[src/rtl/sparse_scatter_pkg.sv]
// rtl/sparse_scatter_pkg.sv - shared state encoding and default sizes for the filter/scatter pair
package sparse_scatter_pkg;

  typedef enum logic [1:0] {
    ST_IDLE = 2'b00,
    ST_BUSY = 2'b01,
    ST_DONE = 2'b10
  } state_e;

  localparam int DEF_IL     = 4;
  localparam int DEF_FL     = 16;
  localparam int DEF_LENGTH = 32;
  localparam int DEF_NNZ    = 16;

endpackage

[src/rtl/sparse_scatter.sv]
// rtl/sparse_scatter.sv - expands a compact nonzero vector into a dense vector under an occupancy mask,
// one mask bit per cycle.
module sparse_scatter
  import sparse_scatter_pkg::*;
#(
  parameter int IL     = DEF_IL,
  parameter int FL     = DEF_FL,
  parameter int LENGTH = DEF_LENGTH,
  parameter int NNZ    = DEF_NNZ
) (
  input  logic                       clk,
  input  logic                       reset,
  input  logic [NNZ*(IL+FL)-1:0]     c_data,
  input  logic [LENGTH-1:0]          mask,
  input  logic                       input_ready,
  input  logic                       output_taken,
  output logic [LENGTH*(IL+FL)-1:0]  d_data,
  output logic [1:0]                 state,
  output logic                       input_taken,
  output logic                       overflow,
  output logic [$clog2(NNZ):0]       nnz_count
);

  localparam int W  = IL + FL;
  localparam int MW = (LENGTH > 1) ? $clog2(LENGTH) : 1;
  localparam int CW = $clog2(NNZ) + 1;

  state_e              state_q;
  logic [NNZ*W-1:0]    c_q;
  logic [LENGTH-1:0]   mask_q;
  logic [LENGTH*W-1:0] d_q;
  logic [MW-1:0]       m_ptr_q;
  logic [CW-1:0]       c_ptr_q;
  logic                overflow_q;
  logic                taken_q;

  logic [W-1:0]        c_word;
  logic                bit_set;
  logic                room;

  always_comb begin
    c_word = '0;
    for (int j = 0; j < NNZ; j++) begin
      if (c_ptr_q == CW'(j)) c_word = c_q[j*W +: W];
    end
  end

  assign bit_set = mask_q[m_ptr_q];
  assign room    = (c_ptr_q < CW'(NNZ));

  always_ff @(posedge clk) begin
    if (reset) begin
      state_q    <= ST_IDLE;
      c_q        <= '0;
      mask_q     <= '0;
      d_q        <= '0;
      m_ptr_q    <= '0;
      c_ptr_q    <= '0;
      overflow_q <= 1'b0;
      taken_q    <= 1'b0;
    end else begin
      taken_q <= 1'b0;
      case (state_q)
        ST_IDLE: begin
          if (input_ready) begin
            c_q        <= c_data;
            mask_q     <= mask;
            d_q        <= '0;
            m_ptr_q    <= '0;
            c_ptr_q    <= '0;
            overflow_q <= 1'b0;
            taken_q    <= 1'b1;
            state_q    <= ST_BUSY;
          end
        end
        ST_BUSY: begin
          // Positions past the compact supply are written as zero and flag overflow.
          for (int k = 0; k < LENGTH; k++) begin
            if (m_ptr_q == MW'(k)) d_q[k*W +: W] <= (bit_set && room) ? c_word : '0;
          end
          if (bit_set) begin
            if (room) c_ptr_q <= c_ptr_q + CW'(1);
            else      overflow_q <= 1'b1;
          end
          m_ptr_q <= m_ptr_q + MW'(1);
          if (m_ptr_q == MW'(LENGTH - 1)) state_q <= ST_DONE;
        end
        ST_DONE: begin
          if (output_taken) begin
            d_q        <= '0;
            overflow_q <= 1'b0;
            c_ptr_q    <= '0;
            m_ptr_q    <= '0;
            state_q    <= ST_IDLE;
          end
        end
        default: state_q <= ST_IDLE;
      endcase
    end
  end

  assign d_data      = d_q;
  assign state       = state_q;
  assign input_taken = taken_q;
  assign overflow    = overflow_q;
  assign nnz_count   = c_ptr_q;

endmodule
[config.mk]
export PLATFORM = sky130hd
export DESIGN_NAME = sparse_scatter
export DESIGN_NICKNAME = d
export VERILOG_FILES = /design/src/rtl/sparse_scatter_pkg.sv /design/src/rtl/sparse_scatter.sv
export SDC_FILE = /design/constraint.sdc
export NUM_CORES = 2
export LEC_CHECK = 0
export CAP_MARGIN = 30
export CORE_AREA = 2 2 390 392
export DETAILED_ROUTE_END_ITERATION = 10
export DIE_AREA = 0 0 392 394
export PLACE_DENSITY = 0.49
export SETUP_SLACK_MARGIN = 0.2
export SKIP_CTS_REPAIR_TIMING = 1
export SYNTH_ARGS = -nofsm -noshare
export SYNTH_HDL_FRONTEND = slang
export SYNTH_SLANG_ARGS = --single-unit
[constraint.sdc]
create_clock -name clk -period 6.4 [get_ports clk]
set_clock_uncertainty 0.05 [all_clocks]
set_input_delay 0.64 -clock clk [delete_from_list [all_inputs] [get_ports clk]]
set_output_delay 0.64 -clock clk [all_outputs]
set_load 0.03 [all_outputs]
After elaboration in Yosys (flattened, before gate mapping) --
Index checks and enable logic that the tools add are counted.
Storage, ports and cells: flip-flop bits (word level) 1006, input port bits 356, output and inout bits 649, logic and storage cells 242
Operators by class: $add $sub $neg 2, $lt $le $gt $ge 2, equal/unequal tests 85, muxes and demuxes 70, bitwise logic cells 1, reduce and logical (&&, ||, !) cells 43
Operator list (count):
- $pmux 640 s3 | 1
- $mux 640 | 2
- $mux 20 | 49
- $reduce_and 4->1 | 32
- $eq 5x4->1 const B | 16
- $eq 5x5->1 const B | 16
- $ne 2x2->1 const B | 37
- $eq 5x3->1 const B | 8
- $pmux 5 s3 | 2
- $eq 5x2->1 const B | 4
- $mux 5 | 4
- $add 5x1->5 const B | 2
- $eq 5x1->1 const B | 2
- $logic_not 5->1 | 2
- $reduce_and 5->1 | 2
- $lt 5x6->1 const B | 1
- $mux 1 | 6
- $mux 2 | 3
- $pmux 2 s3 | 1
- $reduce_and 3->1 | 2
- $bmux 1 s5 | 1
- $lt 5x5->1 const B | 1
- $pmux 1 s3 | 1
- $reduce_bool 3->1 | 1
- other kinds (7) | 7

Longest topological paths before layout --
word-level depth 20, depth in mapped cells 14, gate-level depth less buffers 8

Worst setup path before layout --
OpenSTA, ideal clock, no wires.
path type reg2reg, from reg c_ptr_q[1], in the netlist nnz_count[1], to reg d_q[319], in the netlist d_data[319], library setup time 0.075 ns, data arrival time 3.224 ns, data required time 6.275 ns, setup slack 3.051 ns, stages on the path, launching flop included 15, buffers on the path 7, period minus slack after synthesis 3.349 ns, path through dfxtp_1 -> ha_1 -> buf_2 -> buf_2 -> clkbuf_1 -> and3_1 -> ha_1 -> clkbuf_1 -> clkbuf_1 -> clkbuf_1 -> a21oi_1 -> a2bb2oi_1 -> o41ai_2 -> clkbuf_1 -> o21ai_0
Between the ends: longest elaborated chain between the ends 20, elaborated cells between the ends (all ways) 37, classes of those cells order compare (1); eq/ne (15); mux (19); reduce/logical (2)
Ends and longest elaborated chain:
- start, declared | RTL line sparse_scatter.sv:33 | logic [CW-1:0] c_ptr_q;
- start signal, assigned | RTL line sparse_scatter.sv:82 | if (room) c_ptr_q <= c_ptr_q + CW'(1);
- $logic_not 5->1 | RTL line sparse_scatter.sv:44 | if (c_ptr_q == CW'(j)) c_word = c_q[j*W +: W];
- $mux 20 (16 in series) | RTL line sparse_scatter.sv:44
- $mux 20 (*) (2 in series) | RTL line sparse_scatter.sv:79 | if (m_ptr_q == MW'(k)) d_q[k*W +: W] <= (bit_set && room) ? c_word : '0;
- $pmux 640 s3 (*) | RTL line sparse_scatter.sv:63 | case (state_q)
- end signal, assigned by index | RTL line sparse_scatter.sv:79
- end, declared | RTL line sparse_scatter.sv:31 | logic [LENGTH*W-1:0] d_q;
Mark *: on every way between the ends. The rest lies on a longest branch, timed or not. The select of a mux whose other input is x is not followed. A chain may end at the register's enable or synchronous reset.

Worst setup path after layout --
from reg c_ptr_q[4], in the netlist nnz_count[4], to reg d_q[561], in the netlist d_data[561]
The elaborated chain is that of the path after synthesis.

==> flow_metrics.env <==
export IMPL_status="complete, no violations"
export IMPL_die_w_um=392
export IMPL_multiInputGateArea_mm2=0.0163
export IMPL_swShare=0.263
export IMPL_cp_slowest_stage_delay_ns=0.88
export IMPL_grt_pass1_wl_um=273000
export IMPL_cts_buffers=112
export IMPL_hold_depth=2
export IMPL_maxSlewViolCount=0
export IMPL_hold_path_class="primary input to flop"
export IMPL_ys_seq_area_frac=0.528
export IMPL_grt_max_degree=194
export IMPL_drtAntennaViolNets=0
export IMPL_first_global_vias=34600
export IMPL_rr_worst_depth=8
export IMPL_final_setup_viol_count=0
export IMPL_grt_usage=0.246
export IMPL_switchingPower_uw=3890
export IMPL_core_area_mm2=0.151
export IMPL_fmax_ghz=0.226
export IMPL_drtPass1Iterations=6
export IMPL_path_max_fanout=35
export IMPL_nFillCells=15900
export IMPL_internal_power_uw=10900
export IMPL_clkSlewWorstSetupHoldPaths_ns=0.06
export IMPL_cp_depth=8
export IMPL_place_area_mm2=0.0502
export IMPL_syn_area_mm2=0.0381
export IMPL_p_seq_frac=0.441
export IMPL_setup_slack_ns=1.98
export IMPL_synth_nets=4951
export IMPL_cpMaxStageDelayCell="dfxtp_2"
export IMPL_cp_num_buf_inv=3
export IMPL_maxSlewHeadroom=0.145
export IMPL_setup_tns_ns=0
export IMPL_rows=143
export IMPL_wl_um=197000
export IMPL_syn_avg_cell_area_um2=8.32
export IMPL_cts_buffer_depth=3
export IMPL_first_iter_violations=3166
export IMPL_maxCapViolations=0
export IMPL_final_cell_mix="nand2_1 (1,364), dfxtp_1 (1,004), clkdlybuf4s50_1 (1,003), a21oi_1 (498), o21ai_0 (408)"
export IMPL_fin_crit_ns=4.42
export IMPL_hold_viol=0
export IMPL_yosysWarnings=0
export IMPL_via_per_inst=4.83
export IMPL_die_h_um=394
export IMPL_syn_inst=4584
export IMPL_cts_tree="done"
export IMPL_period_share=0.690
export IMPL_worstSkewPairLatency_ns=0.76
export IMPL_worstSetupPathType="flop to flop"
export IMPL_cp_cell_sequence="inv_1 > ha_1 > buf_4 > nor2_1 > nand4_1 > o31ai_4 > buf_12 > o21ai_0"
export IMPL_pwr_share_comb=0.094
export IMPL_drive_above_1_share=0.0886
export IMPL_io_pins=1005
export IMPL_antenna_found_initial=18
export IMPL_design_area_mm2=0.0543
export IMPL_layout_nets=5793
export IMPL_leakagePower_uw=0.0187
export IMPL_final_common_cell="nand2_1"
export IMPL_dp_hpwl_um=146000
export IMPL_clock_sinks=1006
export IMPL_syn2layout_area_growth_pct=42.3
export IMPL_pwr_density_cell_mw_per_mm2=273
export IMPL_via_count=36500
export IMPL_cts_root_buf="clkbuf_16"
export IMPL_grt_overflow=0
export IMPL_gp_congestion=0.896
export IMPL_dieArea_mm2=0.154
export IMPL_regArea_mm2=0.0201
export IMPL_crit_family="buffers and inverters"
export IMPL_ys_seq_elements=1006
export IMPL_synth_cell_types=91
export IMPL_final_util=0.360
export IMPL_detail_route_wl_per_cell_um=26.1
export IMPL_worst_slew_pin_slew_ns=1.28
export IMPL_cp_data_required_time_ns=6.95
export IMPL_cp_start_kind="flop"
export IMPL_worstSetupEndpointType="flop"
export IMPL_synth_main_ff_cell="dfxtp_1"
export IMPL_rsz0062_at_grt="no"
export IMPL_drc=0
export IMPL_htree_levels=3
export IMPL_place_ws_ns=1.98
export IMPL_ir_drop_uv=252
export IMPL_portBuffers=1004
export IMPL_start_util=0.253
export IMPL_async_flop_share=0
export IMPL_arrival_ns=4.97
export IMPL_clkPwrFrac=0.465
export IMPL_synth_edff_count=0
## synth_stat cells, drive strengths merged (7+ instances only)
| cell type | instances | area share |
|---|---|---|
| nor3 | 9 | 0.0013 |
| dfxtp | 1006 | 0.53 |
| nor2 | 83 | 0.0084 |
| nor2b | 32 | 0.0054 |
| nand2 | 1368 | 0.13 |
| or3b | 12 | 0.0034 |
| o311ai | 10 | 0.0023 |
| o31ai | 47 | 0.0096 |
| a21oi | 521 | 0.071 |
| nand3b | 70 | 0.014 |
| and3 | 7 | 0.0011 |
| a32o | 15 | 0.0039 |
| a31oi | 13 | 0.0021 |
| clkbuf | 220 | 0.022 |
| o211ai | 11 | 0.0025 |
| a21o | 8 | 0.0016 |
| nand3 | 30 | 0.0039 |
| buf | 156 | 0.025 |
| o22ai | 8 | 0.0013 |
| nand2b | 42 | 0.0069 |
| ha | 11 | 0.0036 |
| a211oi | 21 | 0.0041 |
| or2 | 9 | 0.0015 |
| inv | 47 | 0.0046 |
| a22oi | 20 | 0.0039 |
| o21ai | 648 | 0.095 |
| mux2i | 23 | 0.0060 |
| a221oi | 25 | 0.0061 |
| o2bb2ai | 9 | 0.0021 |
## registers in the layout, summed over array words and instances (netlist names)
name,flops
m_ptr_q,5
overflow,1
d_data,640
input_taken,1
c_q,320
nnz_count,5
state,2
mask_q,32
## worst paths after layout
check                from     endpoint  slack (ns)
min reg2reg   d_data[183]  d_data[183]        0.39
max          nnz_count[4]  d_data[561]        1.98
min                 reset   m_ptr_q[1]        0.31
max reg2reg  nnz_count[4]  d_data[561]        1.98
## area by class of cell
cell class                      instances  share of cell area
Clock buffer                          165              0.0616
Sequential cell                      1006               0.371
Inverter                               48             0.00332
Multi-Input combinational cell       3154               0.301
Antenna cell                            4            0.000184
Tap cell                             2030              0.0468
Timing Repair Buffer                 1104               0.205
Clock inverter                         41              0.0120
## per-stage QoR
stage,hold slack (ns),std cells,total power (uW)
floorplan,0.381,4584,7270
global placement,0.383,7319,8030
detailed placement,0.389,7340,8070
CTS,0.239,7546,15000
global route,0.293,7550,15300
finish,0.313,7552,14800
## metal layers
layer | share of wire | GRT usage | wire length, um
met5 | 0.00042 | 0 | 82
met4 | 0.041 | 0.0994 | 8130
met3 | 0.082 | 0.0640 | 16100
met2 | 0.47 | 0.412 | 93300
met1 | 0.40 | 0.298 | 79800
## kinds of logic (layout without fill, tap and decap cells)
family | Yosys count | in the layout | synth area share
flip-flops | 1006 | 1006 | 0.528
other | 0 | 4 | 0
AO/OA/AOI/OAI | 1421 | 1421 | 0.221
buffers and inverters | 424 | 1358 | 0.0517
AND/OR/NAND/NOR | 1699 | 1699 | 0.190
adder cells (fa/ha/maj) | 11 | 11 | 0.00361
multiplexers | 23 | 23 | 0.00604
## power by group through the flow
stage                     combinational [uW]  clock (uW)  sequential [uW]
after floorplan                          619           0             6650
after global placement                  1360           0             6670
after detailed placement                1400           0             6670
after CTS                               1400        7050             6530
after global routing                    1480        7310             6550
final                                   1390        6900             6530
(Power assumes the default switching activity.)
